**config.mk**
```make
export PLATFORM = sky130hd
export DESIGN_NAME = modmul_datapath
export DESIGN_NICKNAME = d
export VERILOG_FILES = /design/src/rtl/modmul_datapath.sv
export SDC_FILE = /design/constraint.sdc
export NUM_CORES = 1
export LEC_CHECK = 0
export ABC_AREA = 1
export CAP_MARGIN = 20
export CORE_MARGIN = 4
export CORE_UTILIZATION = 50
export DETAILED_ROUTE_END_ITERATION = 8
export PLACE_DENSITY = 0.73
export SLEW_MARGIN = 20
export SYNTH_ARGS = -nofsm -noshare
export SYNTH_HDL_FRONTEND = slang
export SYNTH_SLANG_ARGS = --single-unit
```
**constraint.sdc**
```tcl
create_clock -name clk -period 7.8 [get_ports clk]
set_clock_uncertainty 0.05 [all_clocks]
set_input_delay 0.78 -clock clk [delete_from_list [all_inputs] [get_ports clk]]
set_output_delay 0.78 -clock clk [all_outputs]
set_load 0.01 [all_outputs]
```
**src/rtl/modmul_datapath.sv**
```systemverilog
// Iterative modular multiplier datapath: R = (A * B) mod M, MSB-first interleaved
// multiply/reduce, responding to the modular-multiply controller handshake.
module modmul_datapath #(
    parameter int WIDTH = 32
) (
    input  logic             clk,
    input  logic             rst_n,
    input  logic [WIDTH-1:0] op_a,
    input  logic [WIDTH-1:0] op_b,
    input  logic [WIDTH-1:0] op_m,
    input  logic             initialize,
    input  logic             en_multiply,
    input  logic             en_modulo,
    input  logic             done,
    output logic             is_init_done,
    output logic             is_multiplication_done,
    output logic [WIDTH-1:0] result,
    output logic             result_valid,
    output logic             mod_error
);

    localparam int CNT_W = $clog2(WIDTH + 1);
    localparam logic [CNT_W-1:0] CNT_FULL = CNT_W'(WIDTH);
    localparam logic [CNT_W-1:0] CNT_ONE  = CNT_W'(1);

    typedef enum logic [1:0] {
        PH_IDLE   = 2'd0,
        PH_REDUCE = 2'd1,
        PH_READY  = 2'd2
    } phase_t;

    phase_t             phase, phase_nxt;
    logic [WIDTH-1:0]   a_reg, a_reg_nxt;
    logic [WIDTH-1:0]   b_reg, b_reg_nxt;
    logic [WIDTH-1:0]   m_reg, m_reg_nxt;
    logic [WIDTH:0]     rem, rem_nxt;
    logic [WIDTH+1:0]   acc, acc_nxt;
    logic [CNT_W-1:0]   bit_cnt, bit_cnt_nxt;
    logic [CNT_W-1:0]   red_cnt, red_cnt_nxt;
    logic               init_done_nxt;
    logic [WIDTH-1:0]   result_nxt;
    logic               result_valid_nxt;
    logic               mod_error_nxt;
    logic [WIDTH:0]     rem_sub;
    logic [WIDTH+1:0]   acc_mul;
    logic [WIDTH+1:0]   acc_mod;

    // One restoring-division step: bring in the next dividend bit, subtract M if it fits.
    function automatic logic [WIDTH:0] div_step(input logic [WIDTH:0]   r,
                                                 input logic             d,
                                                 input logic [WIDTH-1:0] m);
        logic [WIDTH+1:0] s;
        s = {r, d};
        if (s >= {2'b00, m})
            s = s - {2'b00, m};
        return (WIDTH+1)'(s);
    endfunction

    // acc never exceeds 3M-3, so one pass against 2M then M lands below M.
    function automatic logic [WIDTH+1:0] reduce_acc(input logic [WIDTH+1:0] x,
                                                    input logic [WIDTH-1:0] m);
        logic [WIDTH+1:0] m1;
        logic [WIDTH+1:0] m2;
        m1 = {2'b00, m};
        m2 = {1'b0, m, 1'b0};
        if (x >= m2)
            return x - m2;
        else if (x >= m1)
            return x - m1;
        else
            return x;
    endfunction

    assign rem_sub = div_step(rem, a_reg[WIDTH-1], m_reg);
    assign acc_mul = {acc[WIDTH:0], 1'b0} + (b_reg[WIDTH-1] ? {2'b00, a_reg} : '0);
    assign acc_mod = reduce_acc(acc, m_reg);

    assign is_multiplication_done = is_init_done && (bit_cnt == '0);

    always_comb begin
        phase_nxt        = phase;
        a_reg_nxt        = a_reg;
        b_reg_nxt        = b_reg;
        m_reg_nxt        = m_reg;
        rem_nxt          = rem;
        acc_nxt          = acc;
        bit_cnt_nxt      = bit_cnt;
        red_cnt_nxt      = red_cnt;
        init_done_nxt    = 1'b0;
        result_nxt       = result;
        result_valid_nxt = 1'b0;
        mod_error_nxt    = mod_error;

        case (phase)
            PH_IDLE: begin
                if (initialize) begin
                    a_reg_nxt   = op_a;
                    b_reg_nxt   = op_b;
                    m_reg_nxt   = op_m;
                    rem_nxt     = '0;
                    acc_nxt     = '0;
                    red_cnt_nxt = CNT_FULL;
                    if (op_m == '0) begin
                        mod_error_nxt = 1'b1;
                        bit_cnt_nxt   = '0;
                        phase_nxt     = PH_READY;
                    end else begin
                        mod_error_nxt = 1'b0;
                        bit_cnt_nxt   = CNT_FULL;
                        phase_nxt     = PH_REDUCE;
                    end
                end
            end

            PH_REDUCE: begin
                rem_nxt     = rem_sub;
                a_reg_nxt   = a_reg << 1;
                red_cnt_nxt = red_cnt - CNT_ONE;
                if (red_cnt == CNT_ONE) begin
                    a_reg_nxt = rem_sub[WIDTH-1:0];
                    phase_nxt = PH_READY;
                end
            end

            PH_READY: begin
                init_done_nxt = 1'b1;
                if (en_multiply) begin
                    if (bit_cnt != '0) begin
                        acc_nxt     = acc_mul;
                        b_reg_nxt   = b_reg << 1;
                        bit_cnt_nxt = bit_cnt - CNT_ONE;
                    end
                end else if (en_modulo) begin
                    acc_nxt = acc_mod;
                end
                if (done) begin
                    result_nxt       = mod_error ? '0 : acc[WIDTH-1:0];
                    result_valid_nxt = 1'b1;
                    init_done_nxt    = 1'b0;
                    phase_nxt        = PH_IDLE;
                end
            end

            default: phase_nxt = PH_IDLE;
        endcase
    end

    always_ff @(posedge clk or negedge rst_n) begin
        if (!rst_n) begin
            phase        <= PH_IDLE;
            a_reg        <= '0;
            b_reg        <= '0;
            m_reg        <= '0;
            rem          <= '0;
            acc          <= '0;
            bit_cnt      <= '0;
            red_cnt      <= '0;
            is_init_done <= 1'b0;
            result       <= '0;
            result_valid <= 1'b0;
            mod_error    <= 1'b0;
        end else begin
            phase        <= phase_nxt;
            a_reg        <= a_reg_nxt;
            b_reg        <= b_reg_nxt;
            m_reg        <= m_reg_nxt;
            rem          <= rem_nxt;
            acc          <= acc_nxt;
            bit_cnt      <= bit_cnt_nxt;
            red_cnt      <= red_cnt_nxt;
            is_init_done <= init_done_nxt;
            result       <= result_nxt;
            result_valid <= result_valid_nxt;
            mod_error    <= mod_error_nxt;
        end
    end

endmodule
```
== After elaboration in Yosys (flattened, before gate mapping) ==
Cells that the tools add are included.

* $add $sub $neg: 6
* $lt $le $gt $ge: 3
* Equality and inequality tests: 11
* Mux-type cells: 36
* Reduce and logical (&&, ||, !) cells: 13

{| class="wikitable"
|+ Operators by type and width
! cell !! count
|-
| $mux W32 || 7
|-
| $mux W34 || 6
|-
| $pmux W32 S2 || 2
|-
| $ge A34 B32 Y1 || 2
|-
| $pmux W34 S2 || 1
|-
| $mux W33 || 2
|-
| $pmux W33 S2 || 1
|-
| $add A34 B32 Y34 || 1
|-
| $ge A34 B33 Y1 || 1
|-
| $sub A34 B32 Y34 || 1
|-
| $sub A34 B33 Y34 || 1
|-
| $sub A33 B32 Y33 || 1
|-
| $logic_not A32 Y1 || 1
|-
| $mux W6 || 5
|-
| $pmux W6 S2 || 2
|-
| $sub A6 B1 Y6 const B || 2
|-
| $ne A2 B2 Y1 const B || 5
|-
| $mux W2 || 4
|-
| $eq A6 B1 Y1 const B || 1
|-
| $logic_not A6 Y1 || 1
|-
| $ne A3 B3 Y1 const B || 2
|-
| $pmux W2 S3 || 1
|-
| $reduce_and A2 Y1 || 3
|-
| $reduce_bool A6 Y1 || 1
|-
| other kinds (10) || 15
|}

* Bits in registers: 212
* Logic and storage cells: 81

== Logic depth before layout (Yosys ltp) ==
Gate-level depths: netlist (run 1).

* Depth in word-level cells: 6
* Depth in mapped cells: 21
* Depth with buffers taken out: 19

== Worst setup path before layout (run 1) ==
No wires, ideal clock.

* Path kind: register -> register
* From: register b_reg[31]
* To: register acc[19]
* Arrival: 2.709 ns
* Required time: 7.634 ns
* Path slack: 4.925 ns
* Stages on the path, launching flop included: 20
* Clock period less this slack: 2.875 ns
* Cell sequence: dfrtp_1 -> clkbuf_1 -> clkbuf_1 -> nand2_1 -> inv_1 -> ha_1 -> inv_1 -> fa_1 -> inv_1 -> nand3_1 -> nand2_1 -> a21boi_0 -> o21ai_0 -> nand2_1 -> nand3_1 -> nand2_1 -> o21ai_0 -> a21oi_1 -> nand2_1 -> nand2_1

* Longest elaborated chain between the ends: 5

{| class="wikitable"
|+ RTL lines
! element !! RTL line !! source
|-
| from (decl) || 34 || <nowiki>logic [WIDTH-1:0] b_reg, b_reg_nxt;</nowiki>
|-
| from (signal assigned) || 165 || <nowiki>b_reg <= b_reg_nxt;</nowiki>
|-
| $mux W32 || 75 || <nowiki>assign acc_mul = {acc[WIDTH:0], 1'b0} + (b_reg[WIDTH-1] ? {2'b00, a_reg} : '0);</nowiki>
|-
| $add A34 B32 Y34 || 75 ||
|-
| $mux W34 || 128 || <nowiki>if (bit_cnt != '0) begin</nowiki>
|-
| $mux W34 || 127 || <nowiki>if (en_multiply) begin</nowiki>
|-
| $pmux W34 S2 || 94 || <nowiki>case (phase)</nowiki>
|-
| to (signal assigned) || 168 || <nowiki>acc <= acc_nxt;</nowiki>
|-
| to (decl) || 37 || <nowiki>logic [WIDTH+1:0] acc, acc_nxt;</nowiki>
|}

No other way between the ends. The select of a mux whose other input is x is not followed.
A chain may end at the register's enable or synchronous reset.

== Final worst setup path (run 1) ==
* From: register m_reg[23]
* To: register a_reg[6]

* Longest elaborated chain between the ends: 4

{| class="wikitable"
|+ RTL lines
! element !! RTL line !! source
|-
| from (decl) || 35 || <nowiki>logic [WIDTH-1:0] m_reg, m_reg_nxt;</nowiki>
|-
| from (signal assigned) || 166 || <nowiki>m_reg <= m_reg_nxt;</nowiki>
|-
| $ge A34 B32 Y1 || 54 || <nowiki>if (s >= {2'b00, m})</nowiki>
|-
| $mux W33 || 54 ||
|-
| $mux W32 || 119 || <nowiki>if (red_cnt == CNT_ONE) begin</nowiki>
|-
| $pmux W32 S2 || 94 ||
|-
| to (signal assigned) || 164 || <nowiki>a_reg <= a_reg_nxt;</nowiki>
|-
| to (decl) || 33 || <nowiki>logic [WIDTH-1:0] a_reg, a_reg_nxt;</nowiki>
|}

No other way between the ends.

==> Flow_metrics.wiki, run 1 <==
{| class="wikitable"
! Metric !! Value
|-
| Outcome || finished, final reports clean
|-
| Share of cells above drive strength 1 || 0.03337
|-
| Wire length of the first global-routing pass || 116,200 um
|-
| Synth Warn # || 0
|-
| Setup CP Type || flop to flop
|-
| Number of fill cells || 3,876
|-
| Post-Synthesis Net Count || 3,362
|-
| Most instantiated cells after synthesis || sky130_fd_sc_hd__nand2_1, sky130_fd_sc_hd__inv_1, sky130_fd_sc_hd__nor2_1
|-
| I/O pin cnt || 138
|-
| Setup repair after global routing missed its margin || false
|-
| Final hold vios || 0
|-
| Cell area after technology mapping || 19,430 um^2
|-
| Share of the synthesized area in the top cell type || 0.2730
|-
| Drt pass-1 iters || 6
|-
| Gate family responsible for the most delay along the worst path || simple AND/OR/NAND/NOR gates
|-
| Max Cap Violations || 0
|-
| Longest individual stage delay on the worst path || 0.48 ns
|-
| Post-synthesis adder-cell area fraction || 0.08782
|-
| Iteration-0 DRC Markers || 2,166
|-
| Setup crit start kind || flop
|-
| Die width || 205.1 um
|-
| DPL Wire Length || 62,580 um
|-
| Worst r2r dst || a_reg[6]
|-
| Seq/Total Area, Yosys || 0.2730
|-
| CP endpoint kind || flop
|-
| XOR/XNOR share of the synthesized area || 0.02704
|-
| Buffers and inverters on the worst path || 2
|-
| Number of antenna violations at the first check in global routing || 2
|-
| Post-CTS Setup Inserts || 0
|-
| Clock latency of the later-clocked register in the worst-skew pair || 0.56 ns
|-
| Pin count of the biggest net entering global routing || 88
|-
| Worst Reg-to-Reg Cells || 13
|-
| R2R Setup Slk || 4.11 ns
|-
| Critical-path cell list || inv_1, ha_1, a21oi_1, o21ai_0, a21oi_1, nor2_1, nor2_2, nand2_4, inv_4, nand2_1, o21ai_2, nand2_1, a22oi_1
|-
| Hold-fix buffers, CTS || 0
|-
| Final wirelength || 77,780 um
|-
| Row Count || 71
|-
| Post-synthesis mux area share || 0.0005151
|-
| Starting Density || 0.5111
|-
| Number of placed instances with taps included || 3,702
|-
| Synth top area cells || sky130_fd_sc_hd__dfrtp_1, sky130_fd_sc_hd__nand2_1, sky130_fd_sc_hd__inv_1
|-
| EDFF count, synth || 0
|-
| Number of design rule violations left after detail routing || 0
|-
| Minimum setup slack after placement || 3.904 ns
|-
| Gate count after technology mapping || 3,126
|-
| Arrival time at the worst endpoint || 4.08 ns
|-
| Buffer type at the clock tree root || sky130_fd_sc_hd__clkbuf_16
|-
| Vias in the first global route || 20,120
|-
| Count leader, synth || sky130_fd_sc_hd__nand2_1
|-
| Total die area || 42,080 um^2
|-
| Final slew viol count || 0
|-
| Clk sinks || 212
|-
| Registers with the most flip-flops || acc: 34 flops, rem: 33 flops
|-
| Accumulated negative setup slack || 0 ns
|-
| Count of buffers from port buffering || 137
|-
| Clock tree from TritonCTS || done
|-
| Area of the multi-input gates || 12,020 um^2
|-
| Dominant combinational cell family by area after synthesis || simple AND/OR/NAND/NOR gates
|-
| Worst max-slew margin expressed relative to the limit || 0.3141
|-
| Final Setup Violations || 0
|-
| Post-synth top flop || sky130_fd_sc_hd__dfrtp_1
|-
| Required time of the critical path || 8.19 ns
|-
| Clock transition at the registers of the reported paths || 0.06 ns
|-
| R2r startpoint || m_reg[23]
|-
| Number of standard cells in the layout, taps in and fillers out || 3,748
|-
| Minimum setup slack in the final design || 4.115 ns
|-
| Layout area overhead || 13.30%
|-
| WL/cell || 20.75 um
|-
| Maximum frequency from static timing analysis || 0.2713 GHz
|-
| Total area of sequential cells || 5305 um^2
|-
| Post-layout minimum cycle time || 3.685 ns
|-
| Die height || 205.1 um
|-
| Actual transition at the worst max-transition pin || 1.023 ns
|-
| Top cell type by total area after synthesis || sky130_fd_sc_hd__dfrtp_1
|-
| Fin nets || 3,454
|-
| Post-route clock period utilization || 0.4725
|-
| Maximum fanout along the worst path || 34
|-
| Routability congestion estimate from global placement || 1.073
|-
| Cell variety after synth || 49
|-
| Type of the worst min-delay path || primary input to async pin
|-
| Via/cell ratio || 5.724
|-
| Share of synthesized cell area in and, or, nand and nor gates || 0.3475
|-
| Final global-route overflow total || 0
|-
| Mean post-synth cell area || 6.217 um^2
|-
| Slowest cell on the critical path || sky130_fd_sc_hd__nor2_2
|-
| Post-route ant nets || 0
|-
| Area inside the core boundary || 38,020 um^2
|-
| Level count of the clock H-tree || 1
|-
| Post-cts resize count || 0
|-
| Largest register FFs || 34
|-
| CTS buffer count || 25
|-
| Async set or reset register ratio after synthesis || 1.000
|-
| Register containing the most flip-flops in the final layout || acc
|-
| Post-synthesis sequential element count || 212
|-
| Longest Clk Path Bufs || 3
|-
| Via count of the routed design || 21,460
|-
| Total track usage || 0.3616
|-
| Synth Area in Compound Gates || 0.1542
|}
[routing by layer]
| metal | track usage | share of wire |
|---|---|---|
| met1 | 0.4815 | 0.41 |
| met3 | 0.04702 | 0.083 |
| met5 | 0 | 0.00033 |
| met4 | 0.2000 | 0.068 |
| met2 | 0.5707 | 0.44 |
[kinds of logic after synthesis]
group	Yosys count
compound gates	536
simple gates	1636
xor+xnor	60
flops	212
mux	1
buf+inv	547
fa+ha+maj	134
[cell type report]
type	count	area share
sequential	212	0.2409
tap	511	0.02904
antenna	1	0.0001136
timing repair buffer	151	0.06728
multi-input combinational	2367	0.5457
clock inverter	13	0.008183
clock buffer	32	0.03006
inverter	461	0.07870
[placed cells by master (no fill, tap or decap), drive strengths merged, types with 2 or more instances in the layout]
master	instances
nand2	979
inv	461
nor2	306
o21ai	270
nand3	250
dfrtp	212
a21oi	155
clkdlybuf4s50	136
ha	130
nand4	37
o22ai	34
xnor2	32
clkbuf	32
xor2	28
nor3	25
a22oi	16
a21boi	16
o21bai	15
nor4	15
buf	15
a22o	13
nand3b	12
clkinv	7
a21o	6
a31oi	5
or2	5
and2	4
fa	4
o211ai	3
clkinvlp	3
bufinv	3
o21a	2
[worst max-delay path by stage]
stage                          start       end  cells after the start
after floorplan            b_reg[31]   acc[19]                     19
after global placement    initialize    rem[0]                      9
after detailed placement  initialize    rem[0]                      9
after CTS                  m_reg[23]  a_reg[1]                     14
after global routing       m_reg[25]  a_reg[6]                     13
final                      m_reg[23]  a_reg[6]                     13
[metrics by stage]
stage / utilization / instance area (um^2) / hold slack (ns)
after floorplan: - / 19430 / 0.4023
after global placement: 0.5568 / 21170 / 0.4176
after detailed placement: 0.5568 / 21170 / 0.4232
after CTS: 0.5789 / 22010 / 0.2490
after global routing: 0.5790 / 22020 / 0.2535
final: 0.5791 / 22020 / 0.2181
Power of run 1 is not shown: default switching activity piles up to over one toggle a cycle in this logic, so the estimate is an artifact.
==> inputs of run 2 (changes only) <==
- clock period: 7.8 -> 3.5 ns (I/O delays scaled with it)
==> Flow_metrics.wiki, run 2 (synthesis results as in run 1) <==
{| class="wikitable"
! Metric !! Value
|-
| Outcome || finished, final reports clean
|-
| Post-route clock period utilization || 0.9288
|-
| Maximum fanout along the worst path || 22
|-
| Post-CTS Setup Inserts || 0
|-
| DPL Wire Length || 65,040 um
|-
| I/O pin cnt || 138
|-
| Vias in the first global route || 20,890
|-
| Fin nets || 3,490
|-
| Commonest cells after routing, fill and taps aside || sky130_fd_sc_hd__nand2_1, sky130_fd_sc_hd__inv_1, sky130_fd_sc_hd__nor2_1
|-
| Total die area || 42,080 um^2
|-
| Die height || 205.1 um
|-
| CP endpoint kind || flop
|-
| Maximum frequency from static timing analysis || 0.3076 GHz
|-
| Share of cells above drive strength 1 || 0.04582
|-
| Final global-route overflow total || 0
|-
| Layout area overhead || 15.41%
|-
| Row Count || 71
|-
| Final wirelength || 80,030 um
|-
| Starting Density || 0.5111
|-
| Iteration-0 DRC Markers || 2,271
|-
| Type of the worst min-delay path || primary input to async pin
|-
| Largest register FFs || 34
|-
| WL/cell || 21.15 um
|-
| Clock latency of the later-clocked register in the worst-skew pair || 0.56 ns
|-
| Crit path top cell by count || sky130_fd_sc_hd__nand2_1
|-
| Clock tree from TritonCTS || done
|-
| Antenna diode instance count || 0
|-
| Buffer type at the clock tree root || sky130_fd_sc_hd__clkbuf_16
|-
| CTS buffer count || 26
|-
| Clock transition at the registers of the reported paths || 0.06 ns
|-
| Level count of the clock H-tree || 1
|-
| Longest individual stage delay on the worst path || 0.39 ns
|-
| Leading cell type in the layout, fill and taps excluded || sky130_fd_sc_hd__nand2_1
|-
| Longest Clk Path Bufs || 3
|-
| Number of antenna violations at the first check in global routing || 0
|-
| Final hold vios || 0
|-
| Critical-path cell list || inv_1, ha_1, a21oi_2, nand2_1, nand2_1, nand3_1, nand2_1, nand2_1, nand2_2, nand2_4, buf_4, nand2_1, nand3_1, nand2_1, nand2_1, a21boi_0
|-
| Accumulated negative setup slack || 0 ns
|-
| Setup repair after global routing missed its margin || false
|-
| Final slew viol count || 0
|-
| Registers with the most flip-flops || acc: 34 flops, rem: 33 flops
|-
| Slowest cell on the critical path || sky130_fd_sc_hd__a21boi_0
|-
| Clk sinks || 212
|-
| Post-layout minimum cycle time || 3.251 ns
|-
| Via count of the routed design || 21,830
|-
| Arrival time at the worst endpoint || 3.61 ns
|-
| Setup crit start kind || flop
|-
| Number of placed instances with taps included || 3,736
|-
| Post-route ant nets || 0
|-
| Register containing the most flip-flops in the final layout || acc
|-
| Die width || 205.1 um
|-
| Number of design rule violations left after detail routing || 0
|-
| Max Cap Violations || 0
|-
| Area inside the core boundary || 38,020 um^2
|-
| Pin count of the biggest net entering global routing || 131
|-
| Setup CP Type || flop to flop
|-
| Final Setup Violations || 0
|-
| Actual transition at the worst max-transition pin || 1.053 ns
|-
| Wire length of the first global-routing pass || 119,900 um
|-
| Routability congestion estimate from global placement || 1.153
|-
| Number of standard cells in the layout, taps in and fillers out || 3,785
|-
| Drt pass-1 iters || 6
|-
| Required time of the critical path || 3.86 ns
|-
| Total track usage || 0.3704
|-
| Worst max-slew margin expressed relative to the limit || 0.2974
|-
| Via/cell ratio || 5.768
|-
| Count of buffers from port buffering || 137
|}
==> run 2: cell types whose count changed in the layout (fill, tap and decap cells not counted), sizes merged <==
cell,before,now
bufinv,3,5
clkinvlp,3,1
dlygate4sd3,0,1
buf,15,49
inv,461,462
clkbuf,32,33
diode,1,0
clkinv,7,8
==> run 2: layout make-up <==
cell class / count / area [um^2]
clock buffer: 33 / 726.9
clock inverter: 15 / 229.0
fill: 3810 / 15590
inverter: 461 / 1733
multi-input combinational: 2367 / 12010
sequential: 212 / 5305
tap: 511 / 639.4
timing repair buffer: 186 / 1784
==> run 2: metal layers <==
layer  GRT usage  wire (um)  vias to the layer above  part of all wire
met5           0          0                        -                 0
met4      0.2409       6407                        0             0.080
met3     0.05841       6752                      279             0.084
met2      0.5872      35560                     1116              0.44
met1      0.4693      31310                    10080              0.39
li1            -          -                    10360                 -
==> run 2: stage by stage <==
stage | area (um^2) | worst slack [ns] | hold WS, ns | utilization
final | 22430 | 0.2492 | 0.2305 | 0.5899
after detailed placement | 21460 | 0.3792 | 0.1914 | 0.5645
after global routing | 22430 | 0.08776 | 0.2706 | 0.5899
after floorplan | 19430 | 0.6246 | 0.004409 | -
after CTS | 22430 | 0.3753 | 0.2614 | 0.5899
after global placement | 21460 | 0.4123 | 0.1910 | 0.5645
==> run 2: worst paths after layout <==
kind                       cells past startpoint        end      start  slack [ns]
setup reg to reg                              16   a_reg[1]   m_reg[5]        0.25
max in group asynchronous                      3   a_reg[0]      rst_n        2.09
setup / recovery                              16   a_reg[1]   m_reg[5]        0.25
min in group clk                               3   b_reg[0]    op_b[0]        0.33
hold reg to reg                                2  m_reg[29]  m_reg[29]        0.44
hold / removal                                 2  result[9]      rst_n        0.23
==> run 2: critical path, delay by kind of cell, from the launching register on <==
kind	cells	cell delay, ns
flops	1	0.35
fa+ha+maj	1	0.37
compound gates	2	0.63
simple gates	11	1.16
buf+inv	2	0.53
==> run 2: timing repair <==
item	4_1_cts	5_1_grt
hold buffers	1	0
gates resized for setup	0	0
hold endpoints to repair	34	0
Power of run 2 is left out for the same reason.
